### config.mk
export PLATFORM = sky130hd
export DESIGN_NAME = dmem_lsu
export DESIGN_NICKNAME = d
export VERILOG_FILES = /design/src/rtl/dmem_pkg.sv /design/src/rtl/dmem_be_array.sv /design/src/rtl/dmem_lsu.sv
export SDC_FILE = /design/constraint.sdc
export NUM_CORES = 2
export LEC_CHECK = 0
export BUFFER_PORTS_ARGS = -buffer_cell sky130_fd_sc_hd__buf_4
export CELL_PAD_IN_SITES_DETAIL_PLACEMENT = 0
export CELL_PAD_IN_SITES_GLOBAL_PLACEMENT = 1
export CORE_MARGIN = 4
export CORE_UTILIZATION = 54
export CTS_CLUSTER_SIZE = 28
export DETAILED_ROUTE_END_ITERATION = 16
export PLACE_DENSITY_LB_ADDON = 0.1
export SYNTH_ARGS = -nofsm -noshare
export SYNTH_HDL_FRONTEND = slang
export SYNTH_HIERARCHICAL = 1
export SYNTH_SLANG_ARGS = --single-unit
### constraint.sdc
create_clock -name clk -period 5.8 [get_ports clk]
set_clock_uncertainty 0.15 [all_clocks]
set_input_delay 0.29 -clock clk [delete_from_list [all_inputs] [get_ports clk]]
set_output_delay 0.29 -clock clk [all_outputs]
set_load 0.005 [all_outputs]
### src/rtl/dmem_pkg.sv
// Shared types for the data-memory load/store unit.
// Size encodings, FSM states and the wait-counter width.
package dmem_pkg;

  localparam logic [1:0] SZ_BYTE = 2'b00;
  localparam logic [1:0] SZ_HALF = 2'b01;
  localparam logic [1:0] SZ_WORD = 2'b10;

  localparam int CNT_W = 4;

  typedef enum logic {
    S_IDLE = 1'b0,
    S_WAIT = 1'b1
  } state_e;

endpackage

### src/rtl/dmem_be_array.sv
// Word-wide storage with per-byte write enables.
// Synchronous write, combinational read, contents not reset.
module dmem_be_array #(
  parameter int ADDR_W = 6
) (
  input  logic              clk,
  input  logic [3:0]        be,
  input  logic [ADDR_W-1:0] addr,
  input  logic [31:0]       wdata,
  output logic [31:0]       rdata
);

  logic [31:0] mem [2**ADDR_W];

  always_ff @(posedge clk) begin
    for (int i = 0; i < 4; i++) begin
      if (be[i]) begin
        mem[addr][8*i +: 8] <= wdata[8*i +: 8];
      end
    end
  end

  assign rdata = mem[addr];

endmodule

### src/rtl/dmem_lsu.sv
// Load/store front end with wait states over dmem_be_array.
// Define DMEM_MISALIGN_TRAP_EN to flag misaligned half/word accesses.
module dmem_lsu
  import dmem_pkg::*;
#(
  parameter int ADDR_W      = 6,
  parameter int WAIT_CYCLES = 0
) (
  input  logic              clk,
  input  logic              rst_n,
  input  logic              req_valid,
  output logic              req_ready,
  input  logic              req_we,
  input  logic [1:0]        req_size,
  input  logic              req_unsigned,
  input  logic [ADDR_W+1:0] req_addr,
  input  logic [31:0]       req_wdata,
  output logic              rsp_valid,
  output logic [31:0]       rsp_rdata,
  output logic              rsp_err
);

  localparam int AW = ADDR_W + 2;

  state_e           state;
  logic [CNT_W-1:0] cnt;
  logic             l_we;
  logic [1:0]       l_size;
  logic             l_uns;
  logic [AW-1:0]    l_addr;
  logic [31:0]      l_wdata;

  logic [1:0]  off;
  logic [3:0]  be_lane;
  logic [3:0]  be;
  logic [31:0] wlane;
  logic [31:0] rword;
  logic [31:0] rshift;
  logic [31:0] ldata;
  logic        mis;
  logic        fire;

  // Lane steering; misaligned low bits are simply dropped here.
  always_comb begin
    off     = 2'b00;
    be_lane = 4'b1111;
    wlane   = l_wdata;
    unique case (1'b1)
      (l_size == SZ_BYTE): begin
        off     = l_addr[1:0];
        be_lane = 4'b0001 << l_addr[1:0];
        wlane   = {4{l_wdata[7:0]}};
      end
      (l_size == SZ_HALF): begin
        off     = {l_addr[1], 1'b0};
        be_lane = l_addr[1] ? 4'b1100 : 4'b0011;
        wlane   = {2{l_wdata[15:0]}};
      end
      default: begin
        off     = 2'b00;
        be_lane = 4'b1111;
        wlane   = l_wdata;
      end
    endcase
  end

  assign rshift = rword >> {off, 3'b000};

  always_comb begin
    ldata = rshift;
    unique case (1'b1)
      (l_size == SZ_BYTE):
        ldata = {{24{~l_uns & rshift[7]}}, rshift[7:0]};
      (l_size == SZ_HALF):
        ldata = {{16{~l_uns & rshift[15]}}, rshift[15:0]};
      default:
        ldata = rshift;
    endcase
  end

`ifdef DMEM_MISALIGN_TRAP_EN
  assign mis = ((l_size == SZ_HALF) && l_addr[0]) ||
               (l_size[1] && (l_addr[1:0] != 2'b00));
`else
  assign mis = 1'b0;
`endif

  assign fire = (state == S_WAIT) && (cnt == '0);
  assign be   = (fire && l_we && !mis) ? be_lane : 4'b0000;

  dmem_be_array #(
    .ADDR_W(ADDR_W)
  ) u_array (
    .clk   (clk),
    .be    (be),
    .addr  (l_addr[AW-1:2]),
    .wdata (wlane),
    .rdata (rword)
  );

  always_ff @(posedge clk or negedge rst_n) begin
    if (!rst_n) begin
      state     <= S_IDLE;
      cnt       <= '0;
      req_ready <= 1'b1;
      rsp_valid <= 1'b0;
      rsp_rdata <= '0;
      rsp_err   <= 1'b0;
      l_we      <= 1'b0;
      l_size    <= SZ_BYTE;
      l_uns     <= 1'b0;
      l_addr    <= '0;
      l_wdata   <= '0;
    end else begin
      rsp_valid <= 1'b0;
      unique case (state)
        S_IDLE: begin
          if (req_valid) begin
            l_we      <= req_we;
            l_size    <= req_size;
            l_uns     <= req_unsigned;
            l_addr    <= req_addr;
            l_wdata   <= req_wdata;
            cnt       <= CNT_W'(WAIT_CYCLES);
            state     <= S_WAIT;
            req_ready <= 1'b0;
          end
        end
        S_WAIT: begin
          if (cnt != '0) begin
            cnt <= cnt - CNT_W'(1);
          end else begin
            state     <= S_IDLE;
            req_ready <= 1'b1;
            rsp_valid <= 1'b1;
            rsp_err   <= mis;
            rsp_rdata <= (l_we || mis) ? 32'h0 : ldata;
          end
        end
        default: state <= S_IDLE;
      endcase
    end
  end

endmodule

==> out/results.txt <==
Final min period: 5200 ps
reg2reg end: rsp_rdata[22]$_DFFE_PN0P_
clock latency at the later pin of the worst-skew pair: 840 ps
switching portion of total power: 26.6%
CP cell instances: buf_12 > mux4_2 > mux2i_1 > o22ai_1 > nor4b_1 > nand4_1 > mux2_2 > a31oi_1 > o22a_2 > o21ai_0
achievable clock frequency: 192 MHz
r2r setup slk: 600 ps
total CTS buffers: 211
largest net degree at the start of global routing: 115
DR pass1 iterations: 6
initial core utilization: 54.3%
Net Switching: 0.00983 W
initial antenna violation count: 10
register bit total from synthesis: 2131
Yosys cell types: 73
CP Data Required Time: 6340 ps
global-route wire length before repair: 354 mm
WHS: 272 ps
synthesis-to-finish area growth: 13.9%
CTS tree: yes
routed len/inst: 34.4 µm
Die Span Y: 399 µm
RSZ-0062 raised after global routing: false
Worst Hold Class: input pin to flip-flop
Root Buffer: clkbuf_16
CP peak stage delay: 910 ps
commonest non-fill, non-tap cell in the layout: edfxtp_1
Post-Syn Area per Cell: 16.8 µm²
CTS sink cnt: 2131
Pwr Density: 394 nW/µm²
Synth Cell Area: 82400 µm²
clock buffer depth: 3
Worst-path clk slew: 60 ps
Routed WL: 252 mm
Nets: 5160
setup TNS: 0 ps
Non-Filler Instances: 7334
Hold Path Stages: 4
Worst Hold End: l_addr[4]$_DFFE_PN0P_
WP buf/inv: 1
Mapped Cells: 4895
number of cells on the critical path: 10
sequential fraction of the synthesis area: 77.2%
Horiz. Die Dim: 399 µm
Hold Vio Cnt, Final: 0
Clk pwr share: 37.4%
Synth warnings: 6
setup violators final: 0
I/O Buffers: 80
die footprint: 159000 µm²
vias in the first global route: 47.1k
Rows: 143
Max Slew Vio Count: 0
Post-CTS Setup Repair Bufs: 0
drt via density: 6.76
slew margin rel.: 16.0%
vias post-DR: 49.6k
GRT Overall Usage: 31.4%
H-tree depth: 4
Post-DRT Antenna Nets: 0
combinational share of power: 14.1%
hold_sp: req_addr[4]
Crit Reg-Reg Startpoint: l_addr[4]$_DFFE_PN0P_
Startpoint Class: flip-flop
status: complete, no violations
EDFF count, synth: 2048
share of layout cells above drive strength 1: 14.4%
slowest CP cell: dfrtp_4
Internal: 0.0271 W
Tcrit/Tclk final: 89.6%
# DRC: 0
grt ovf: 0
family with the most delay on the worst path: simple AND/OR/NAND/NOR gates
final estimated routing congestion in global placement: 0.886
maximum vdd drop: 0.291 mV
slew at the pin with the worst max-slew slack: 1260 ps
Post-DP HPWL: 153 mm
Top Ports: 82
ys flop type: edfxtp_1
DP Cell Count: 6801
Max-cap violations: 0
Setup crit end kind: flip-flop
Seq pwr share: 48.4%
DRT iter0 DRCs: 7617
Pwr Total: 0.0369 W
syn nets: 4944
Core Box Area: 152000 µm²
crit path kind: flip-flop to flip-flop
fraction of registers with async set/reset: 3.89%
Worst Reg-to-Reg Cells: 10
Critical Path AT: 5740 ps
highest-count cells in the layout ignoring fill and taps: edfxtp_1 (2048), nor2_1 (426), a221oi_1 (279)
Leak: 30.2 nW
Worst Path Max Fanout: 86
-- cell usage after synthesis (28+ instances only) --
cell type / number / area share, %
o221ai_1: 46 / 0.49
a21oi_1: 91 / 0.55
buf_1: 30 / 0.14
nor3_1: 28 / 0.17
buf_2: 102 / 0.62
a22oi_1: 274 / 2.5
nand2_1: 255 / 1.2
o22ai_1: 164 / 1.2
buf_4: 32 / 0.29
a221o_1: 31 / 0.38
a221oi_1: 279 / 3.0
a22o_1: 37 / 0.39
o21ai_0: 171 / 1.0
dfrtp_1: 82 / 2.5
clkbuf_1: 172 / 0.78
edfxtp_1: 2048 / 75
mux4_2: 79 / 2.2
mux2i_1: 241 / 2.9
nor2_1: 434 / 2.0
mux2_2: 44 / 0.60
-- tightest hold or removal path, stage by stage --
cell and delay, ps:
dlygate4sd3_1 530, buf_4 100, nand2_1 40, nand2_1 220
-- flip-flops by register name (all words and copies together) (netlist names) --
signal and cells:
req_ready 1, state 1, u_array/mem 2048, rsp_valid 1, l_size 2, l_wdata 32
cnt 4, rsp_rdata 32, l_we 1, l_addr 8, l_uns 1
-- worst max path at each step --
| stage | start | endpoint |
|---|---|---|
| 2_1_floorplan | l_wdata[0]$_DFFE_PN0P_ | u_array/mem[0][24]$_DFFE_PP_ |
| 4_1_cts | l_addr[4]$_DFFE_PN0P_ | rsp_rdata[22]$_DFFE_PN0P_ |
| 3_5_place_dp | l_addr[4]$_DFFE_PN0P_ | rsp_rdata[22]$_DFFE_PN0P_ |
| 3_3_place_gp | l_addr[4]$_DFFE_PN0P_ | rsp_rdata[27]$_DFFE_PN0P_ |
| 6_report | l_addr[4]$_DFFE_PN0P_ | rsp_rdata[22]$_DFFE_PN0P_ |
| 5_1_grt | l_addr[4]$_DFFE_PN0P_ | rsp_rdata[30]$_DFFE_PN0P_ |
-- repair_timing --
action                                  CTS  global route
hold endpoints to repair                131             0
hold buffers                            127             0
gates resized for setup                   0             0
endpoints found under the setup margin    0             0
-- cells by family (layout without fill, tap and decap cells) --
logic type / Yosys count / count (layout) / share of synthesized area, %
AOI/OAI and AO/OA: 1196 / 1196 / 10.6
xor gates and xnor gates: 1 / 1 / 0.0106
adders and majority gates: 2 / 2 / 0.0304
buffers and inverters: 370 / 769 / 2.21
DFF: 2131 / 2131 / 77.2
muxes: 373 / 373 / 5.81
other: 1 / 11 / 0.00455
and+or+nand+nor: 821 / 821 / 4.15
-- layer usage --
metal / global-route usage (%) / vias to the layer above / routed length, µm
li1: - / 20400 / -
met1: 45.7 / 25500 / 98600
met2: 47.0 / 3213 / 114000
met3: 7.70 / 491 / 30500
met4: 10.9 / 6 / 8950
met5: 0 / - / 35
-- area by class of cell --
class	instances	area, µm²
flip-flops and latches	2131	63600
fillers	11000	57900
multi-input cells	2394	17300
clock buffers	259	5580
repair buffers	363	3280
well taps	2030	2540
clock inverters	137	1470
inverters	10	45.0
diodes	10	25.0
-- through the flow --
stage / setup WS, ps / area [µm²] / util (%)
global placement: 825 / 85400 / 56.3
global route: 592 / 93800 / 61.8
finish: 604 / 93800 / 61.8
CTS: 758 / 93800 / 61.8
detailed placement: 795 / 85400 / 56.3
floorplan: 1160 / 82400 / -
-- power groups by stage --
stage	registers, W	logic, W	clock network (W)
finish	0.0179	0.00522	0.0138
global route	0.0179	0.00541	0.0146
CTS	0.0179	0.00512	0.0140
detailed placement	0.0182	0.00501	0
global placement	0.0182	0.00496	0
floorplan	0.0182	0.00259	0
No activity file was read; power rests on OpenSTA's default activity.
